File: config.mk
export PLATFORM = sky130hd
export DESIGN_NAME = fp_to_int
export DESIGN_NICKNAME = d
export VERILOG_FILES = /design/src/rtl/fp_pkg.sv /design/src/rtl/fp_unpack.sv /design/src/rtl/fp_to_int.sv
export SDC_FILE = /design/constraint.sdc
export NUM_CORES = 1
export LEC_CHECK = 0
export CORE_MARGIN = 2
export CORE_UTILIZATION = 59
export DETAILED_ROUTE_END_ITERATION = 8
export PLACE_DENSITY = 0.91
export SLEW_MARGIN = 30
export SYNTH_ARGS = -nofsm -noshare
export SYNTH_HDL_FRONTEND = slang
export SYNTH_SLANG_ARGS = --single-unit
File: constraint.sdc
create_clock -name clk -period 3.2 [get_ports clk]
set_clock_uncertainty 0.1 [all_clocks]
set_input_delay 0.64 -clock clk [delete_from_list [all_inputs] [get_ports clk]]
set_output_delay 0.64 -clock clk [all_outputs]
set_load 0.02 [all_outputs]
File: src/rtl/fp_pkg.sv
// ----------------------------------------------------------------------------
// fp_pkg : shared IEEE-754 single-precision field widths, limits, FSM states
// Rev 1.0
// ----------------------------------------------------------------------------
`default_nettype none

package fp_pkg;

  localparam int EXP_W = 8;
  localparam int MAN_W = 23;

  localparam logic [EXP_W-1:0] FP_BIAS  = 8'd127;
  localparam logic [EXP_W-1:0] EXP_HALF = 8'd126;  // e == -1
  localparam logic [EXP_W-1:0] EXP_UNIT = 8'd150;  // e == 23, mantissa LSB has weight 1
  localparam logic [EXP_W-1:0] EXP_SAT  = 8'd158;  // e == 31

  localparam logic [31:0] INT32_MAX    = 32'h7FFF_FFFF;
  localparam logic [31:0] INT32_MIN    = 32'h8000_0000;
  localparam logic [31:0] FP_INT32_MIN = 32'hCF00_0000;  // -2^31 as a float

  typedef enum logic [2:0] {
    S_IDLE   = 3'd0,
    S_DECODE = 3'd1,
    S_SHIFT  = 3'd2,
    S_ROUND  = 3'd3,
    S_DONE   = 3'd4
  } state_t;

endpackage

`default_nettype wire

File: src/rtl/fp_unpack.sv
// ----------------------------------------------------------------------------
// fp_unpack : combinational split of a single-precision word into fields/classes
// Rev 1.0
// ----------------------------------------------------------------------------
`default_nettype none

module fp_unpack
  import fp_pkg::*;
(
  input  logic [31:0]      fp,
  output logic             sign,
  output logic [EXP_W-1:0] exp,
  output logic [MAN_W-1:0] frac,
  output logic             hidden,
  output logic             is_nan,
  output logic             is_inf,
  output logic             is_zero
);

  assign sign    = fp[31];
  assign exp     = fp[30:23];
  assign frac    = fp[22:0];
  assign hidden  = |exp;
  assign is_nan  = (&exp) & (|frac);
  assign is_inf  = (&exp) & ~(|frac);
  assign is_zero = ~(|exp) & ~(|frac);

endmodule

`default_nettype wire

File: src/rtl/fp_to_int.sv
// ----------------------------------------------------------------------------
// fp_to_int : sequential float32 -> int32 converter; define ROUND_NEAREST_EN for RNE
// Rev 1.0
// ----------------------------------------------------------------------------
`default_nettype none

module fp_to_int
  import fp_pkg::*;
#(
  parameter int SHIFT_STEP = 1
) (
  input  logic        clk,
  input  logic        rst_n,
  input  logic        in_valid,
  output logic        in_ready,
  input  logic [31:0] in_data,
  output logic        out_valid,
  input  logic        out_ready,
  output logic [31:0] out_data,
  output logic        out_invalid,
  output logic        out_overflow,
  output logic        out_inexact
);

  localparam logic [4:0] STEP_V = 5'(SHIFT_STEP);

  state_t      r_state;
  logic [31:0] r_data;
  logic [31:0] r_mag;
  logic [31:0] r_res;
  logic [4:0]  r_count;
  logic        r_sign;
  logic        r_left;
  logic        r_guard;
  logic        r_sticky;
  logic        r_in_ready;
  logic        r_out_valid;
  logic        r_invalid;
  logic        r_overflow;
  logic        r_inexact;

  logic             w_sign;
  logic [EXP_W-1:0] w_exp;
  logic [MAN_W-1:0] w_frac;
  logic             w_hidden;
  logic             w_is_nan;
  logic             w_is_inf;
  logic             w_is_zero;

  fp_unpack u_unpack (
    .fp      (r_data),
    .sign    (w_sign),
    .exp     (w_exp),
    .frac    (w_frac),
    .hidden  (w_hidden),
    .is_nan  (w_is_nan),
    .is_inf  (w_is_inf),
    .is_zero (w_is_zero)
  );

  // Decode: classify the captured word and derive the alignment shift.
  logic [31:0] w_sat;
  logic        w_big;
  logic        w_dec_left;
  logic [7:0]  w_cnt8;
  logic        w_sticky_lo;

  assign w_sat       = w_sign ? INT32_MIN : INT32_MAX;
  assign w_big       = (w_exp >= EXP_SAT) && (r_data != FP_INT32_MIN);
  assign w_dec_left  = (w_exp > EXP_UNIT);
  assign w_cnt8      = w_dec_left ? (w_exp - EXP_UNIT) : (EXP_UNIT - w_exp);
  assign w_sticky_lo = (w_exp == EXP_HALF) ? (|w_frac) : !w_is_zero;

  // Shift: at most SHIFT_STEP positions per cycle, remainder on the last step.
  logic [4:0]  w_amt;
  logic [31:0] w_gbit;
  logic [31:0] w_mag_r;
  logic [31:0] w_mag_l;
  logic        w_guard_n;
  logic        w_sticky_n;

  assign w_amt      = (r_count < STEP_V) ? r_count : STEP_V;
  assign w_gbit     = 32'd1 << (w_amt - 5'd1);
  assign w_mag_r    = r_mag >> w_amt;
  assign w_mag_l    = r_mag << w_amt;
  assign w_guard_n  = |(r_mag & w_gbit);
  assign w_sticky_n = r_sticky | r_guard | (|(r_mag & (w_gbit - 32'd1)));

  logic [31:0] w_mag_fin;
  logic        w_rnd_ovf;
  logic [31:0] w_res;

`ifdef ROUND_NEAREST_EN
  logic        w_inc;
  logic [32:0] w_mag_rnd;

  assign w_inc     = r_guard & (r_sticky | r_mag[0]);
  assign w_mag_rnd = {1'b0, r_mag} + {32'd0, w_inc};
  assign w_rnd_ovf = r_sign ? (w_mag_rnd > {1'b0, INT32_MIN}) : (w_mag_rnd > {1'b0, INT32_MAX});
  assign w_mag_fin = w_mag_rnd[31:0];
`else
  assign w_rnd_ovf = 1'b0;
  assign w_mag_fin = r_mag;
`endif

  assign w_res = r_sign ? (32'd0 - w_mag_fin) : w_mag_fin;

  always_ff @(posedge clk or negedge rst_n) begin
    if (!rst_n) begin
      r_state     <= S_IDLE;
      r_data      <= 32'd0;
      r_mag       <= 32'd0;
      r_res       <= 32'd0;
      r_count     <= 5'd0;
      r_sign      <= 1'b0;
      r_left      <= 1'b0;
      r_guard     <= 1'b0;
      r_sticky    <= 1'b0;
      r_in_ready  <= 1'b1;
      r_out_valid <= 1'b0;
      r_invalid   <= 1'b0;
      r_overflow  <= 1'b0;
      r_inexact   <= 1'b0;
    end else begin
      case (r_state)
        S_IDLE: begin
          if (in_valid) begin
            r_data     <= in_data;
            r_in_ready <= 1'b0;
            r_state    <= S_DECODE;
          end
        end
        S_DECODE: begin
          r_sign     <= w_sign;
          r_invalid  <= 1'b0;
          r_overflow <= 1'b0;
          r_inexact  <= 1'b0;
          if (w_is_nan) begin
            r_res       <= INT32_MIN;
            r_invalid   <= 1'b1;
            r_out_valid <= 1'b1;
            r_state     <= S_DONE;
          end else if (w_is_inf || w_big) begin
            r_res       <= w_sat;
            r_overflow  <= 1'b1;
            r_out_valid <= 1'b1;
            r_state     <= S_DONE;
          end else if (w_exp < FP_BIAS) begin
            // |value| < 1: integer part is zero, only rounding info survives
            r_mag    <= 32'd0;
            r_guard  <= (w_exp == EXP_HALF);
            r_sticky <= w_sticky_lo;
            r_count  <= 5'd0;
            r_state  <= S_ROUND;
          end else begin
            r_mag    <= {8'd0, w_hidden, w_frac};
            r_guard  <= 1'b0;
            r_sticky <= 1'b0;
            r_left   <= w_dec_left;
            r_count  <= w_cnt8[4:0];
            r_state  <= (w_cnt8 == 8'd0) ? S_ROUND : S_SHIFT;
          end
        end
        S_SHIFT: begin
          r_mag <= r_left ? w_mag_l : w_mag_r;
          if (!r_left) begin
            r_guard  <= w_guard_n;
            r_sticky <= w_sticky_n;
          end
          r_count <= r_count - w_amt;
          if (r_count == w_amt) begin
            r_state <= S_ROUND;
          end
        end
        S_ROUND: begin
          r_res       <= w_rnd_ovf ? w_sat : w_res;
          r_overflow  <= w_rnd_ovf;
          r_inexact   <= (r_guard | r_sticky) & !w_rnd_ovf;
          r_out_valid <= 1'b1;
          r_state     <= S_DONE;
        end
        S_DONE: begin
          if (out_ready) begin
            r_out_valid <= 1'b0;
            r_in_ready  <= 1'b1;
            r_state     <= S_IDLE;
          end
        end
        default: begin
          r_state <= S_IDLE;
        end
      endcase
    end
  end

  assign in_ready     = r_in_ready;
  assign out_valid    = r_out_valid;
  assign out_data     = r_res;
  assign out_invalid  = r_invalid;
  assign out_overflow = r_overflow;
  assign out_inexact  = r_inexact;

endmodule

`default_nettype wire

* Word-level counts from Yosys, hierarchy flattened *
Index checks and enable logic that the tools add are counted.

operators by class
  add/subtract/negate cells = 6
  magnitude comparators = 4
  equality and inequality tests = 14
  shifts and indexed selects = 3
  multiplexer cells = 47
  bitwise logic cells = 12
  reduce and logical (&&, ||, !) cells = 22

operators by type and width
  cell                   count
  $mux 32                7
  $pmux 32 s2            2
  $and 32x32->32         2
  $reduce_or 32->1       2
  $ne 32x32->1 const B   1
  $shl 1x5->32 const A   1
  $shl 32x5->32          1
  $shr 32x5->32          1
  $sub 1x32->32 const A  1
  $sub 32x1->32 const B  1
  $mux 24                1
  $reduce_or 23->1       1
  $mux 5                 4
  $mux 1                 19
  $mux 3                 5
  $pmux 3 s5             1
  $ne 2x2->1 const B     6
  $reduce_and 3->1       4
  $pmux 1 s2             5
  $pmux 5 s2             1
  $eq 8x7->1 const B     1
  $ge 8x8->1 const B     1
  $gt 8x8->1 const B     1
  $logic_not 8->1        1
  26 further kinds       38

storage, ports and cells
  register bits after elaboration = 113
  bits of input ports = 36
  output and inout port bits = 37

* Longest topological paths before layout *
  depth after elaboration = 10
  mapped depth = 10
  depth with buffers taken out = 8

* Hierarchy *
A second synthesis with hierarchy kept.

second synthesis, totals
  cells, all modules = 713
  area total of the unflattened synthesis = 6802.8 um2

modules (own cells, without submodules)
  module     instances  cells each  area each (um2)
  fp_to_int  1          664         6461.2
  fp_unpack  1          49          341.6

* Least setup slack after synthesis *
No wires, ideal clock.

  path kind = register to register
  start point = register r_mag[1]
  end point = register r_res[28] (netlist: out_data[28])
  setup time = 0.121 ns
  data arrival time = 1.964 ns
  data required time = 2.979 ns
  slack = 1.015 ns
  stages on the path, launching flop included = 9
  clock period less this slack = 2.185 ns
  cells stage by stage = dfrtp_1 -> inv_1 -> ha_1 -> nor3b_2 -> nand4_1 -> o41ai_1 -> xor2_1 -> nand2_1 -> a22o_1

on the way
  longest elaborated chain between the ends = 3

RTL lines
  element                 line              RTL
  start, declared         fp_to_int.sv:29   logic [31:0] r_mag;
  start signal, assigned  fp_to_int.sv:156  r_mag <= {8'd0, w_hidden, w_frac};
  start signal, assigned  fp_to_int.sv:165  r_mag <= r_left ? w_mag_l : w_mag_r;
  $sub 1x32->32           fp_to_int.sv:106  assign w_res = r_sign ? (32'd0 - w_mag_fin) : w_mag_fin;
  $mux 32                 fp_to_int.sv:106
  $pmux 32 s2             fp_to_int.sv:125  case (r_state)
  end signal, assigned    fp_to_int.sv:144  r_res <= w_sat;
  end signal, assigned    fp_to_int.sv:176  r_res <= w_rnd_ovf ? w_sat : w_res;
  end, declared           fp_to_int.sv:30   logic [31:0] r_res;

Every way passes these cells.
A chain may end at the register's enable or synchronous reset.

* Worst setup path in the final report *
  start point = register r_data[24]
  end point = register r_mag[23]

on the way
  longest elaborated chain between the ends = 5

RTL lines
  element                                          line              RTL
  start, declared                                  fp_to_int.sv:28   logic [31:0] r_data;
  start signal, assigned                           fp_to_int.sv:128  r_data <= in_data;
  $lt 8x7->1, or another cell as far along         fp_to_int.sv:148  end else if (w_exp < FP_BIAS) begin
  $mux 24, or another cell as far along            fp_to_int.sv:148
  $mux 32 or $logic_or 1x1->1 (tied branches)      fp_to_int.sv:143  end else if (w_is_inf || w_big) begin
  $mux 32 or $ne 2x2->1 (tied branches)            --
  $pmux 32 s2 or $reduce_and 3->1 (tied branches)  --

Parallel ways exist; a longest one is shown, timed or not. The select of a mux whose other input is x is not followed.

==> summary.txt <==
Place
  – Routability cong.: 0.9468
  – Post-place setup slack: 0.3362 ns
  – Detail Placement HPWL: 12180 µm
  – IO Port Bufs: 72
  – Placed instance count: 884

Worst setup path
  – WS Path Type: reg2reg
  – CP Data Arrival Time: 3.15 ns
  – Crit-path cells: ha_1 > nor2b_1 > nand2_1 > o31ai_4 > and3_1 > buf_12 > o21ai_2 > a211o_1
  – CP Launch Type: register
  – Crit end category: register
  – Crit path depth: 8
  – CP Max Fanout: 50
  – Worst path slowest cell: dfrtp_1
  – CP top delay family: simple AND/OR/NAND/NOR gates
  – R2R cell count: 8
  – Critical path required time: 3.41 ns
  – CP Buf/Inv Count: 1
  – Slowest stage delay, CP: 0.54 ns

STA
  – Slew HR: 0.3901
  – Fmax: 340.2 MHz
  – RSZ-0062 raised after global routing: false
  – Setup WS post-layout: 0.2604 ns
  – Min Tclk post-route: 2.940 ns
  – Worst-Margin Slew: 0.9119 ns
  – Final Hold Fails: 0
  – Fin Setup TNS: 0 ns
  – Final worst path period share: 0.9186
  – Final setup vio count: 0
  – Max Slew Vio Count: 0

Detailed routing
  – Length of the first detailed-routing pass in iterations: 6
  – Via count: 5960
  – DRC Markers: 0
  – Wire per inst: 19.18 µm
  – Post-Route WL: 17570 µm
  – ANT nets after route: 0
  – Initial drt markers: 643
  – Vias per cell: 6.507

Clock tree
  – Reg clk slew, reported paths: 0.06 ns
  – Total setup buffers inserted after CTS: 0
  – Cts repair resizes: 0
  – Clk_lat worst skew: 0.43 ns
  – Hold buffers post-CTS: 0
  – Root Driver: clkbuf_16
  – H-tree levels: 4
  – Clock sink count: 113
  – CTS buffer count: 17
  – Max clock buf depth: 2
  – TritonCTS clock tree: done

Cells and area
  – Inserted Diodes: 0
  – # fillers: 800
  – Layout area overhead: 20.28%
  – Final #Nets: 807
  – Finished Layout Cells: 916
  – Layout cell share with drive strength beyond 1: 0.1353
  – End-of-flow core utilization: 0.7356
  – Multi-input logic area: 0.003513 mm²
  – Register area: 0.002829 mm²

Floorplan
  – Die X: 110.5 µm
  – Die area: 0.01220 mm²
  – Die height: 110.5 µm
  – Starting Density: 0.6116
  – Cell Rows: 38
  – Core area: 0.01094 mm²
  – Ports: 73

Logic synthesis
  – Synth area leaders: dfrtp_1, mux2_2, mux2i_1
  – Yosys cell types: 75
  – Top cell types by occurrence after synthesis: dfrtp_1, nor2_1, a21oi_1, nand2_1, o21ai_0
  – Largest area contributor in the netlist: dfrtp_1
  – FFs w/ async S/R, synth: 1.000
  – Ys Warns: 0
  – Register area share after synthesis: 0.4230
  – Most common cell in the netlist: dfrtp_1
  – Syn avg cell area: 9.288 µm²
  – Synthesis-stage register bit count: 113
  – Mapped Area: 0.006688 mm²
  – Syn Nets: 764
  – Number of enable flip-flop cells after synthesis: 0
  – Post-synthesis cell count: 720
  – Dominant synthesized flop cell: dfrtp_1
  – Synth top area share: 0.4191

Hold path
  – Min-Delay Path Class: in2async

Power
  – Combinational share of power: 0.477
  – Net switching share of the total power: 0.4317
  – PwrDens: 1131 mW/mm²
  – Pleak: 3.293 nW
  – Clk pwr share: 0.216
  – VDD IR max: 587.4 µV
  – Total power: 0.009097 W
  – Seq pwr share: 0.308
  – NetSw: 0.003928 W
  – Internal Power: 0.005169 W

Job
  – MaxCap Viol Count: 0

GRT
  – First-pass GRT wire length: 28970 µm
  – Vias in the first global route: 5789
  – Total grt overflow: 0
  – Largest net degree at the start of global routing: 69
  – GRT Util Overall: 0.2926
  – Antenna violations before repair: 0

Status
  – Status: completed
==> metal layers <==
layer,global-route usage,wire (µm),vias to the layer above
met3,0.07135,1483,71
met2,0.4748,8484,338
li1,-,-,2688
met1,0.3707,7004,2863
met5,0,0,-
met4,0.1358,593,0
==> cell type report <==
type,instances,share of cell area
Tap cell,140,0.02178
Sequential cell,113,0.3517
Inverter,11,0.005133
Clock inverter,14,0.02240
Clock buffer,18,0.05335
Timing Repair Buffer,88,0.1089
Multi-Input combinational cell,532,0.4368
==> kinds of logic after synthesis <==
logic type,after synthesis,share of synthesized area
mux,66,0.1057
other cells,1,0.0005607
buf+inv,75,0.05276
xor+xnor,34,0.04453
fa+ha+maj,8,0.01497
simple gates,231,0.1684
flops,113,0.4230
compound gates,192,0.1901
==> worst paths after layout <==
path | startpoint | to | slack (ns)
worst max-delay path | r_data[24] | r_mag[23] | 0.26
worst min-delay path | rst_n | out_data[13] | 0.12
worst max register to register | r_data[24] | r_mag[23] | 0.26
worst min register to register | out_data[9] | out_data[9] | 0.39
max in group asynchronous | rst_n | r_mag[11] | 2.12
min in group clk | out_data[9] | out_data[9] | 0.39
==> power by group through the flow <==
stage | Clock (W) | Combinational (W) | Sequential [W]
detailed placement | 0 | 0.00424 | 0.00278
CTS | 0.00196 | 0.00429 | 0.00277
global placement | 0 | 0.00409 | 0.00273
floorplan | 0 | 0.00305 | 0.00265
finish | 0.00196 | 0.00433 | 0.00280
global route | 0.00204 | 0.00471 | 0.00288
==> registers in the layout, indices dropped and copies added, names as in the netlist <==
name and flops:
in_ready 1, out_data 32, out_inexact 1, out_invalid 1, out_overflow 1, out_valid 1
r_count 5, r_data 32, r_guard 1, r_left 1, r_mag 32, r_sign 1
r_state 3, r_sticky 1
==> metrics by stage <==
stage	hold WS, ns	instance area, µm²
4_1_cts	0.1439	8044
3_5_place_dp	0.3783	7435
3_3_place_gp	0.3648	7435
2_1_floorplan	0.2444	6688
5_1_grt	0.1750	8044
6_report	0.1205	8044
==> cells in the final DEF, fill, tap and decap left out, drive strengths merged, types with 3 or more instances in the layout <==
| cell type | count |
|---|---|
| dfrtp | 112 |
| clkdlybuf4s50 | 71 |
| nor2 | 67 |
| o21ai | 64 |
| a21oi | 54 |
| nand2 | 53 |
| nand3 | 42 |
| mux2 | 34 |
| mux2i | 32 |
| xnor2 | 19 |
| clkbuf | 18 |
| buf | 17 |
| nor3 | 16 |
| xor2 | 15 |
| nor4 | 14 |
| inv | 14 |
| o31ai | 13 |
| nand4 | 8 |
| o22a | 8 |
| ha | 8 |
| o41ai | 7 |
| or3 | 6 |
| a22o | 6 |
| clkinv | 6 |
| nand2b | 5 |
| a21o | 4 |
| a22oi | 4 |
| a211o | 4 |
| a31oi | 4 |
| a211oi | 4 |
| o22ai | 4 |
| and2 | 3 |
| and3 | 3 |
| or4 | 3 |
| o211ai | 3 |
| bufinv | 3 |
(Power assumes the default switching activity.)
